### config.mk
export PLATFORM = sky130hd
export DESIGN_NAME = baud_tick_gen
export DESIGN_NICKNAME = d
export VERILOG_FILES = /design/src/rtl/uart_pkg.sv /design/src/rtl/baud_div_ctr.sv /design/src/rtl/baud_tick_gen.sv
export SDC_FILE = /design/constraint.sdc
export NUM_CORES = 1
export LEC_CHECK = 0
export ABC_AREA = 1
export BUFFER_PORTS_ARGS = -buffer_cell sky130_fd_sc_hd__buf_2
export CORE_MARGIN = 3
export CORE_UTILIZATION = 45
export CTS_CLUSTER_DIAMETER = 200
export CTS_CLUSTER_SIZE = 12
export DETAILED_ROUTE_END_ITERATION = 8
export SKIP_CTS_REPAIR_TIMING = 1
export SYNTH_ARGS = -nofsm -noshare
export SYNTH_HDL_FRONTEND = slang
export SYNTH_SLANG_ARGS = --single-unit
### constraint.sdc
create_clock -name clk -period 3.1 [get_ports clk]
set_input_delay 0.62 -clock clk [delete_from_list [all_inputs] [get_ports clk]]
set_output_delay 0.62 -clock clk [all_outputs]
set_load 0.05 [all_outputs]
### src/rtl/uart_pkg.sv
`default_nettype none
// ============================================================================
// Module   : uart_pkg
// Purpose  : Shared UART constants and the baud divisor helper used by
//            baud_tick_gen and its bench.
// Revision : 1.0 - initial release
// ============================================================================
package uart_pkg;

    localparam int unsigned c_DIV_W       = 16;
    localparam int unsigned c_DEFAULT_DIV = 651;  // 100 MHz / (9600 * 16)
    localparam int unsigned c_OVERSAMPLE  = 16;

    // Round-to-nearest divisor for a given clock, baud rate and oversample.
    function automatic int unsigned calc_div(input int unsigned clk_hz,
                                             input int unsigned baud,
                                             input int unsigned os);
        longint unsigned w_num;
        longint unsigned w_den;
        w_num = 64'(clk_hz);
        w_den = 64'(baud) * 64'(os);
        if (w_den == 64'd0) begin
            return 0;
        end
        return 32'((w_num + (w_den >> 1)) / w_den);
    endfunction

endpackage
`default_nettype wire

### src/rtl/baud_div_ctr.sv
`default_nettype none
// ============================================================================
// Module   : baud_div_ctr
// Purpose  : Loadable modulo-N counter with enable and synchronous clear.
//            Emits a registered one-cycle tick every i_div enabled cycles and
//            exposes the combinational wrap event so the parent can update
//            state in the same edge as the tick.
// Revision : 1.0 - initial release
// ============================================================================
module baud_div_ctr import uart_pkg::*; #(
    parameter int unsigned DIV_W = c_DIV_W
) (
    input  logic             clk,
    input  logic             rst,
    input  logic             i_en,
    input  logic             i_clr,
    input  logic [DIV_W-1:0] i_div,
    output logic             o_wrap,
    output logic             o_tick
);

    localparam logic [DIV_W-1:0] c_ONE = DIV_W'(1);

    logic [DIV_W-1:0] r_count;
    logic             r_tick;
    logic             w_last;

    // ">=" rather than "==": a divisor applied while the counter is frozen
    // may be smaller than the held count; the counter then wraps at once
    // instead of running all the way round the register.
    assign w_last = (r_count >= (i_div - c_ONE));
    // Clear has priority over ticking.
    assign o_wrap = i_en & ~i_clr & w_last;
    assign o_tick = r_tick;

    // Count enabled cycles, wrap at i_div-1 and register the tick.
    always_ff @(posedge clk) begin
        if (rst || i_clr) begin
            r_count <= '0;
            r_tick  <= 1'b0;
        end else begin
            r_tick <= o_wrap;
            if (o_wrap) begin
                r_count <= '0;
            end else if (i_en) begin
                r_count <= r_count + c_ONE;
            end
        end
    end

endmodule
`default_nettype wire

### src/rtl/baud_tick_gen.sv
`default_nettype none
// ============================================================================
// Module   : baud_tick_gen
// Purpose  : Runtime-programmable UART baud generator. Produces an oversample
//            tick, a mid-bit sample tick, a bit tick and a 50% duty bit
//            clock; supports shadowed divisor writes and phase resync.
// Revision : 1.0 - initial release
// ============================================================================
module baud_tick_gen import uart_pkg::*; #(
    parameter int unsigned DIV_W       = c_DIV_W,
    parameter int unsigned DEFAULT_DIV = c_DEFAULT_DIV,
    parameter int unsigned OVERSAMPLE  = c_OVERSAMPLE
) (
    input  logic             clk,
    input  logic             rst,
    input  logic             en,
    input  logic             div_wr,
    input  logic [DIV_W-1:0] div_in,
    input  logic             resync,
    output logic             div_busy,
    output logic             div_err,
    output logic             os_tick,
    output logic             mid_tick,
    output logic             tx_tick,
    output logic             bclk
);

    localparam int unsigned          c_SUB_W = $clog2(OVERSAMPLE);
    localparam logic [c_SUB_W-1:0]   c_MID   = c_SUB_W'(OVERSAMPLE / 2 - 1);
    localparam logic [c_SUB_W-1:0]   c_LAST  = c_SUB_W'(OVERSAMPLE - 1);
    localparam logic [c_SUB_W-1:0]   c_HALF  = c_SUB_W'(OVERSAMPLE / 2);
    localparam logic [c_SUB_W-1:0]   c_SONE  = c_SUB_W'(1);
    localparam logic [DIV_W-1:0]     c_DEF   = DIV_W'(DEFAULT_DIV);
    localparam logic [DIV_W-1:0]     c_MIN   = DIV_W'(2);

    logic [DIV_W-1:0]   r_div_cur;
    logic [DIV_W-1:0]   r_div_pend;
    logic               r_busy;
    logic               r_err;
    logic [c_SUB_W-1:0] r_sub;
    logic               r_mid;
    logic               r_tx;
    logic               r_bclk;

    logic               w_wrap;
    logic               w_os_tick;
    logic               w_bad;
    logic               w_apply;
    logic [c_SUB_W-1:0] w_sub_next;

    baud_div_ctr #(
        .DIV_W (DIV_W)
    ) u_div_ctr (
        .clk    (clk),
        .rst    (rst),
        .i_en   (en),
        .i_clr  (resync),
        .i_div  (r_div_cur),
        .o_wrap (w_wrap),
        .o_tick (w_os_tick)
    );

    // A divisor below 2 cannot produce a tick pattern and is rejected.
    assign w_bad      = div_wr & (div_in < c_MIN);
    // Pending divisor lands at an os period boundary, on resync, or
    // straight away while the generator is frozen.
    assign w_apply    = r_busy & (w_wrap | resync | ~en);
    assign w_sub_next = w_wrap ? (r_sub + c_SONE) : r_sub;

    // Divisor shadow: accept writes, flag rejects, apply at a safe boundary.
    always_ff @(posedge clk) begin
        if (rst) begin
            r_div_cur  <= c_DEF;
            r_div_pend <= '0;
            r_busy     <= 1'b0;
            r_err      <= 1'b0;
        end else begin
            r_err <= w_bad;
            if (w_apply) begin
                r_div_cur <= r_div_pend;
            end
            // A write coinciding with an apply keeps busy set for the new value.
            if (div_wr && !w_bad) begin
                r_div_pend <= div_in;
                r_busy     <= 1'b1;
            end else if (w_apply) begin
                r_busy <= 1'b0;
            end
        end
    end

    // Bit-phase counter, mid/bit ticks and the bit clock.
    always_ff @(posedge clk) begin
        if (rst) begin
            r_sub  <= '0;
            r_mid  <= 1'b0;
            r_tx   <= 1'b0;
            r_bclk <= 1'b0;
        end else if (resync) begin
            r_sub  <= '0;
            r_mid  <= 1'b0;
            r_tx   <= 1'b0;
            r_bclk <= 1'b1;
        end else begin
            r_mid <= w_wrap & (r_sub == c_MID);
            r_tx  <= w_wrap & (r_sub == c_LAST);
            if (en) begin
                r_sub  <= w_sub_next;
                r_bclk <= (w_sub_next < c_HALF);
            end
        end
    end

    assign div_busy = r_busy;
    assign div_err  = r_err;
    assign os_tick  = w_os_tick;
    assign mid_tick = r_mid;
    assign tx_tick  = r_tx;
    assign bclk     = r_bclk;

endmodule
`default_nettype wire

### Yosys cells after proc, flatten, opt, wreduce, memory -nomap -nowiden

Cells that the tools add are included.

| cells by class | value |
|---|---|
| add/subtract/negate cells | 3 |
| $mul | 0 |
| divide/modulo/power cells | 0 |
| $lt $le $gt $ge | 3 |
| equal/unequal tests | 2 |
| shift-type cells | 0 |
| mux-type cells | 5 |
| bitwise gates (word level) | 10 |
| reductions and logical operators | 7 |

Operator list:

| cell | number |
|---|---|
| 16-bit by 1-bit adder with 16-bit output, second input constant | 1 |
| 16-bit >= comparator | 1 |
| 16-bit by 2-bit < comparator with 1-bit output, second input constant | 1 |
| 16-bit by 1-bit subtractor with 16-bit output, second input constant | 1 |
| 1-bit bitwise AND | 6 |
| 4-bit by 1-bit adder with 4-bit output, second input constant | 1 |
| 4-bit by 3-bit == test with 1-bit output, second input constant | 1 |
| 4-bit == test, second input constant | 1 |
| 4-bit < comparator, second input constant | 1 |
| 1-bit two-way mux | 4 |
| 4-bit two-way mux | 1 |
| 2-bit nonzero test | 2 |
| 2-bit OR reduction | 2 |
| 1-bit NOT | 2 |
| 1-bit bitwise OR | 2 |
| 1-bit logical AND | 1 |
| 1-bit logical NOT | 1 |
| 1-bit logical OR | 1 |

| storage, ports and cells | value |
|---|---|
| flip-flop bits (word level) | 58 |
| latch bits | 0 |
| memory bits (writable) | 0 |
| memory bits (read-only) | 0 |
| input bits | 21 |
| output and inout port bits | 6 |
| word-level logic and storage cells | 40 |
| memories kept | 0 |

### Depth between registers and ports, before layout

| depth | value |
|---|---|
| depth after elaboration | 8 |
| mapped depth | 21 |

### Cells and area by module

From an unflattened synthesis, not the netlist that was laid out.

| second synthesis, totals | value |
|---|---|
| cell total of the unflattened synthesis | 462 |
| area, all modules | 3239.4 µm² |

By module, submodules not included:

| module | instances | cells an instance | area an instance (µm²) | seq. area each (µm²) |
|---|---|---|---|---|
| baud_tick_gen | 1 | 235 | 1706.6 | 820.8 |
| baud_div_ctr | 1 | 227 | 1532.7 | 340.3 |

### Worst setup path before layout

No wires, ideal clock.

| timing path | value |
|---|---|
| path type | register to register |
| start | register r_div_cur[0] |
| end | register r_div_cur[0] |
| arrival | 2.481 ns |
| required time | 2.964 ns |
| setup slack | 0.483 ns |
| cell stages (with the launch flop) | 19 |
| buffers on the path | 1 |
| period minus slack after synthesis | 2.617 ns |
| cells stage by stage | dfxtp_1 -> inv_1 -> ha_1 -> nand2_1 -> nor3_1 -> nand2_1 -> nor3_1 -> xor2_1 -> inv_1 -> ha_1 -> nand2_1 -> o21ai_0 -> a21oi_1 -> nand3_1 -> nand2_1 -> inv_2 -> buf_4 -> nand2_1 -> o211ai_1 |

| on the way | value |
|---|---|
| cells in the longest elaborated chain, start to end | 6 |

Ends and longest elaborated chain:

| item | line | RTL |
|---|---|---|
| start, declared | baud_tick_gen.sv:36 | `logic [DIV_W-1:0] r_div_cur;` |
| start signal, assigned | baud_tick_gen.sv:80 | `r_div_cur <= r_div_pend;` |
| 16-bit by 1-bit subtractor with 16-bit output | baud_div_ctr.sv:31 | `assign w_last = (r_count >= (i_div - c_ONE));` |
| 16-bit >= comparator | baud_div_ctr.sv:31 |  |
| 1-bit bitwise AND | baud_div_ctr.sv:33 | `assign o_wrap = i_en & ~i_clr & w_last;` |
| 1-bit bitwise OR (2 in series) | baud_tick_gen.sv:67 | `assign w_apply = r_busy & (w_wrap \| resync \| ~en);` |
| 1-bit bitwise AND | baud_tick_gen.sv:67 |  |

No other way between the ends.
A chain may end at the register's enable or synchronous reset.

### Worst setup path in the final report

| timing path | value |
|---|---|
| start | register r_div_cur[0] |
| end | register r_sub[0] |

| on the way | value |
|---|---|
| cells in the longest elaborated chain, start to end | 4 |

Ends and longest elaborated chain:

| item | line | RTL |
|---|---|---|
| 16-bit by 1-bit subtractor with 16-bit output | baud_div_ctr.sv:31 |  |
| 16-bit >= comparator | baud_div_ctr.sv:31 |  |
| 1-bit bitwise AND | baud_div_ctr.sv:33 |  |
| 4-bit two-way mux | baud_tick_gen.sv:68 | `assign w_sub_next = w_wrap ? (r_sub + c_SONE) : r_sub;` |
| end signal, assigned | baud_tick_gen.sv:108 | `r_sub <= w_sub_next;` |
| end, declared | baud_tick_gen.sv:40 | `logic [c_SUB_W-1:0] r_sub;` |

No other way between the ends.

==> flow_summary_export.csv <==
group,metric,value,unit
yosys,ys_top_cells_by_area,"dfxtp_1 (40%), nor2_1 (11%), nand2_1 (8.5%)",
power,finalPower,1.63,mW
yosys,syn_area,2880,µm²
cells_and_area,n_antenna_cell,0,
sta,drv_slew,0,
global_route,grt_usage,16.7,%
die,ios,27,
sta,hold_viol,0,
place,placed_area,3080,µm²
place,hpwl,4090,µm
power,p_clk_share,41.5,%
sta,finalClockSkew,0.00805,ns
yosys,seq_area_frac_synth,40.3,%
detailed_routing,routed.top_layer,"met4",
power,ir_worst_vdd,0.447,mV
detailed_routing,detail-route-antenna-nets,0,
die,placement_rows,28,
yosys,async_reset_ff_share,0,%
cells_and_area,drive_above_1_share,14.4,%
cells_and_area,final_util,54.3,%
setup_path,crit_required,3.34,ns
die,core,6060,µm²
yosys,ys_ff_latch,58,
outcome,status,"finished clean",
die,dieArea,7400,µm²
detailed_routing,wl_per_cell,11.1,µm
setup_path,cp_data_arrival_time,2.94,ns
setup_path,endpoint_kind,"flip-flop",
detailed_routing,wl,5520,µm
clocking,cts_made_buffers,9,
detailed_routing,wl_met1,2730,µm
sta,fin_ws,0.396,ns
power,p_sw,0.410,mW
power,seq_power_share,49.1,%
setup_path,r2r-start,"r_div_cur[0]$_SDFFE_PP1P_",
sta,finalSetupTns,0,ns
detailed_routing,drt_iter0_drc,65,
sta,period_share,87.2,%
clocking,cts.clk_slew.worst_paths,0.07,ns
setup_path,startpoint,"r_div_cur[0]$_SDFFE_PP1P_",
sta,setup_viol,0,
sta,relSlewSlack,50.1,%
die,dieHeight,86.0,µm
sta,tightest_slew,0.748,ns
setup_path,worst-setup-path-type,"flip-flop to flip-flop",
power,sw_frac_of_total,25.1,%
detailed_routing,routed-wl-met3,217,µm
detailed_routing,drtPass1Iterations,4,
clocking,root_buffer,"clkbuf_8",
yosys,synth_top_area_cell,"dfxtp_1",
global_route,grt.overflow.total,0,
detailed_routing,met2_length,2480,µm
detailed_routing,drt-vias-per-instance,4.84,
place,gp_congestion,0.729,
power,leakage,1.51,nW
die,start_util,47.5,%
power,power_density,496,nW/µm²
yosys,synthTopCellsByCount,"nor2_1 (83), nand2_1 (65), dfxtp_1 (58), inv_1 (34), o21ai_0 (28)",
yosys,syn_inst,389,
yosys,syn_nets,429,
global_route,grt_max_degree,33,
setup_path,worst-path-max-fanout,17,
cells_and_area,final_nets,460,
min_path,hold_class,"flip-flop to flip-flop",
clocking,numClockSinks,58,
yosys,yosysWarnings,0,
cells_and_area,syn_to_final_growth,14.3,%
sta,max_freq,0.370,GHz
yosys,synth_flop_cell,"dfxtp_1",
yosys,synth_most_common_cell,"nor2_1",
power,p_int,1.22,mW
setup_path,worst_setup_path_start_kind,"flip-flop",
yosys,syn_area_per_cell,7.41,µm²
clocking,insertion_delay,0.34,ns
die,die_w,86.0,µm
clocking,cts_tree,"built",
detailed_routing,drc,0,
place,place_ws,0.109,ns
yosys,ys_types,30,
clocking,clock_path_buffers,2,
global_route,grt_pass1_vias,2270,
cells_and_area,fin_area,3290,µm²
power,pwr-share-comb,9.4,%
yosys,synth_top_area_share,40.3,%
sta,fin_crit,2.70,ns
yosys,synth_edf_count,0,
place,io_buffers,26,
detailed_routing,vias,2413,
min_path,min_from,"r_div_pend[3]$_SDFFE_PP0P_",
global_route,grt_first_pass_wirelength,9750,µm
clocking,htree_levels,3,
global_route,antenna_found_initial,0,
job,drv_cap,0,
layout make-up:
class | count | area [µm²]
fillers | 585 | 2770
multi-input cells | 286 | 1570
flip-flops and latches | 58 | 1160
clock buffers | 12 | 145
repair buffers | 28 | 145
inverters | 37 | 139
well taps | 75 | 93.8
clock inverters | 3 | 40.0
routing by layer:
| layer | track usage (%) | vias up |
|---|---|---|
| li1 | - | 1325 |
| met1 | 20.5 | 1040 |
| met2 | 27.1 | 39 |
| met3 | 4.61 | 9 |
| met4 | 7.77 | 0 |
| met5 | 0 | - |
cell usage in the layout, fill, tap and decap left out, types with 4 or more instances in the layout:
cell and n:
dfxtp_1 58, nor3_1 7, o21ai_0 28, xor2_1 9
nor4_1 4, a21oi_1 17, nor2_1 82, buf_2 26
inv_2 4, nand2_1 64, xnor2_1 11, nand4_1 7
ha_1 19, nand3_1 12, inv_1 33, clkbuf_8 10
nand2_2 4
per-stage QoR:
step	hold WS, ns	std cells
2_1_floorplan	0.429	389
3_3_place_gp	0.446	484
3_5_place_dp	0.452	484
4_1_cts	0.471	499
5_1_grt	0.495	499
6_report	0.472	499
worst paths after layout:
path	end	cells after the start	slack [ns]
setup / recovery	r_sub[0]$_SDFFE_PP0P_	17	0.40
setup reg to reg	r_sub[0]$_SDFFE_PP0P_	17	0.40
hold / removal	r_div_cur[3]$_SDFFE_PP1P_	2	0.47
hold reg to reg	r_div_cur[3]$_SDFFE_PP1P_	2	0.47
critical path, cell delays in order, from the launching register on:
cell and delay [ns]:
dfxtp_1 0.30, inv_2 0.08, ha_1 0.19, nand2_1 0.13, nor3_2 0.16, nand2_1 0.12
nor3_2 0.16, xor2_1 0.17, inv_1 0.06, ha_1 0.26, nand2_1 0.07, nor3_1 0.19
nand2_1 0.09, nand2_1 0.13, nand2_2 0.11, nand2_4 0.19, nand2_1 0.08, o21a_1 0.11
power by group through the flow:
stage               Sequential (mW)  Clock [mW]  Combinational [mW]
floorplan                     0.818           0               0.107
global placement              0.817           0               0.152
detailed placement            0.817           0               0.154
CTS                           0.801       0.700               0.154
global route                  0.806       0.723               0.184
finish                        0.801       0.678               0.153
sequential cells by signal, summed over array words and instances, names as in the netlist:
name               count
tx_tick                1
div_err                1
r_div_pend            16
r_div_cur             16
u_div_ctr.o_tick       1
div_busy               1
bclk                   1
r_sub                  4
u_div_ctr.r_count     16
mid_tick               1
cell families after synthesis:
group	synth area share, %
adder cells (fa/ha/maj)	8.25
flip-flops	40.3
AND/OR/NAND/NOR	29.5
XOR/XNOR	6.08
AO/OA/AOI/OAI	9.68
buffers and inverters	6.17
Note: power is estimated with default switching activity, not from simulation.
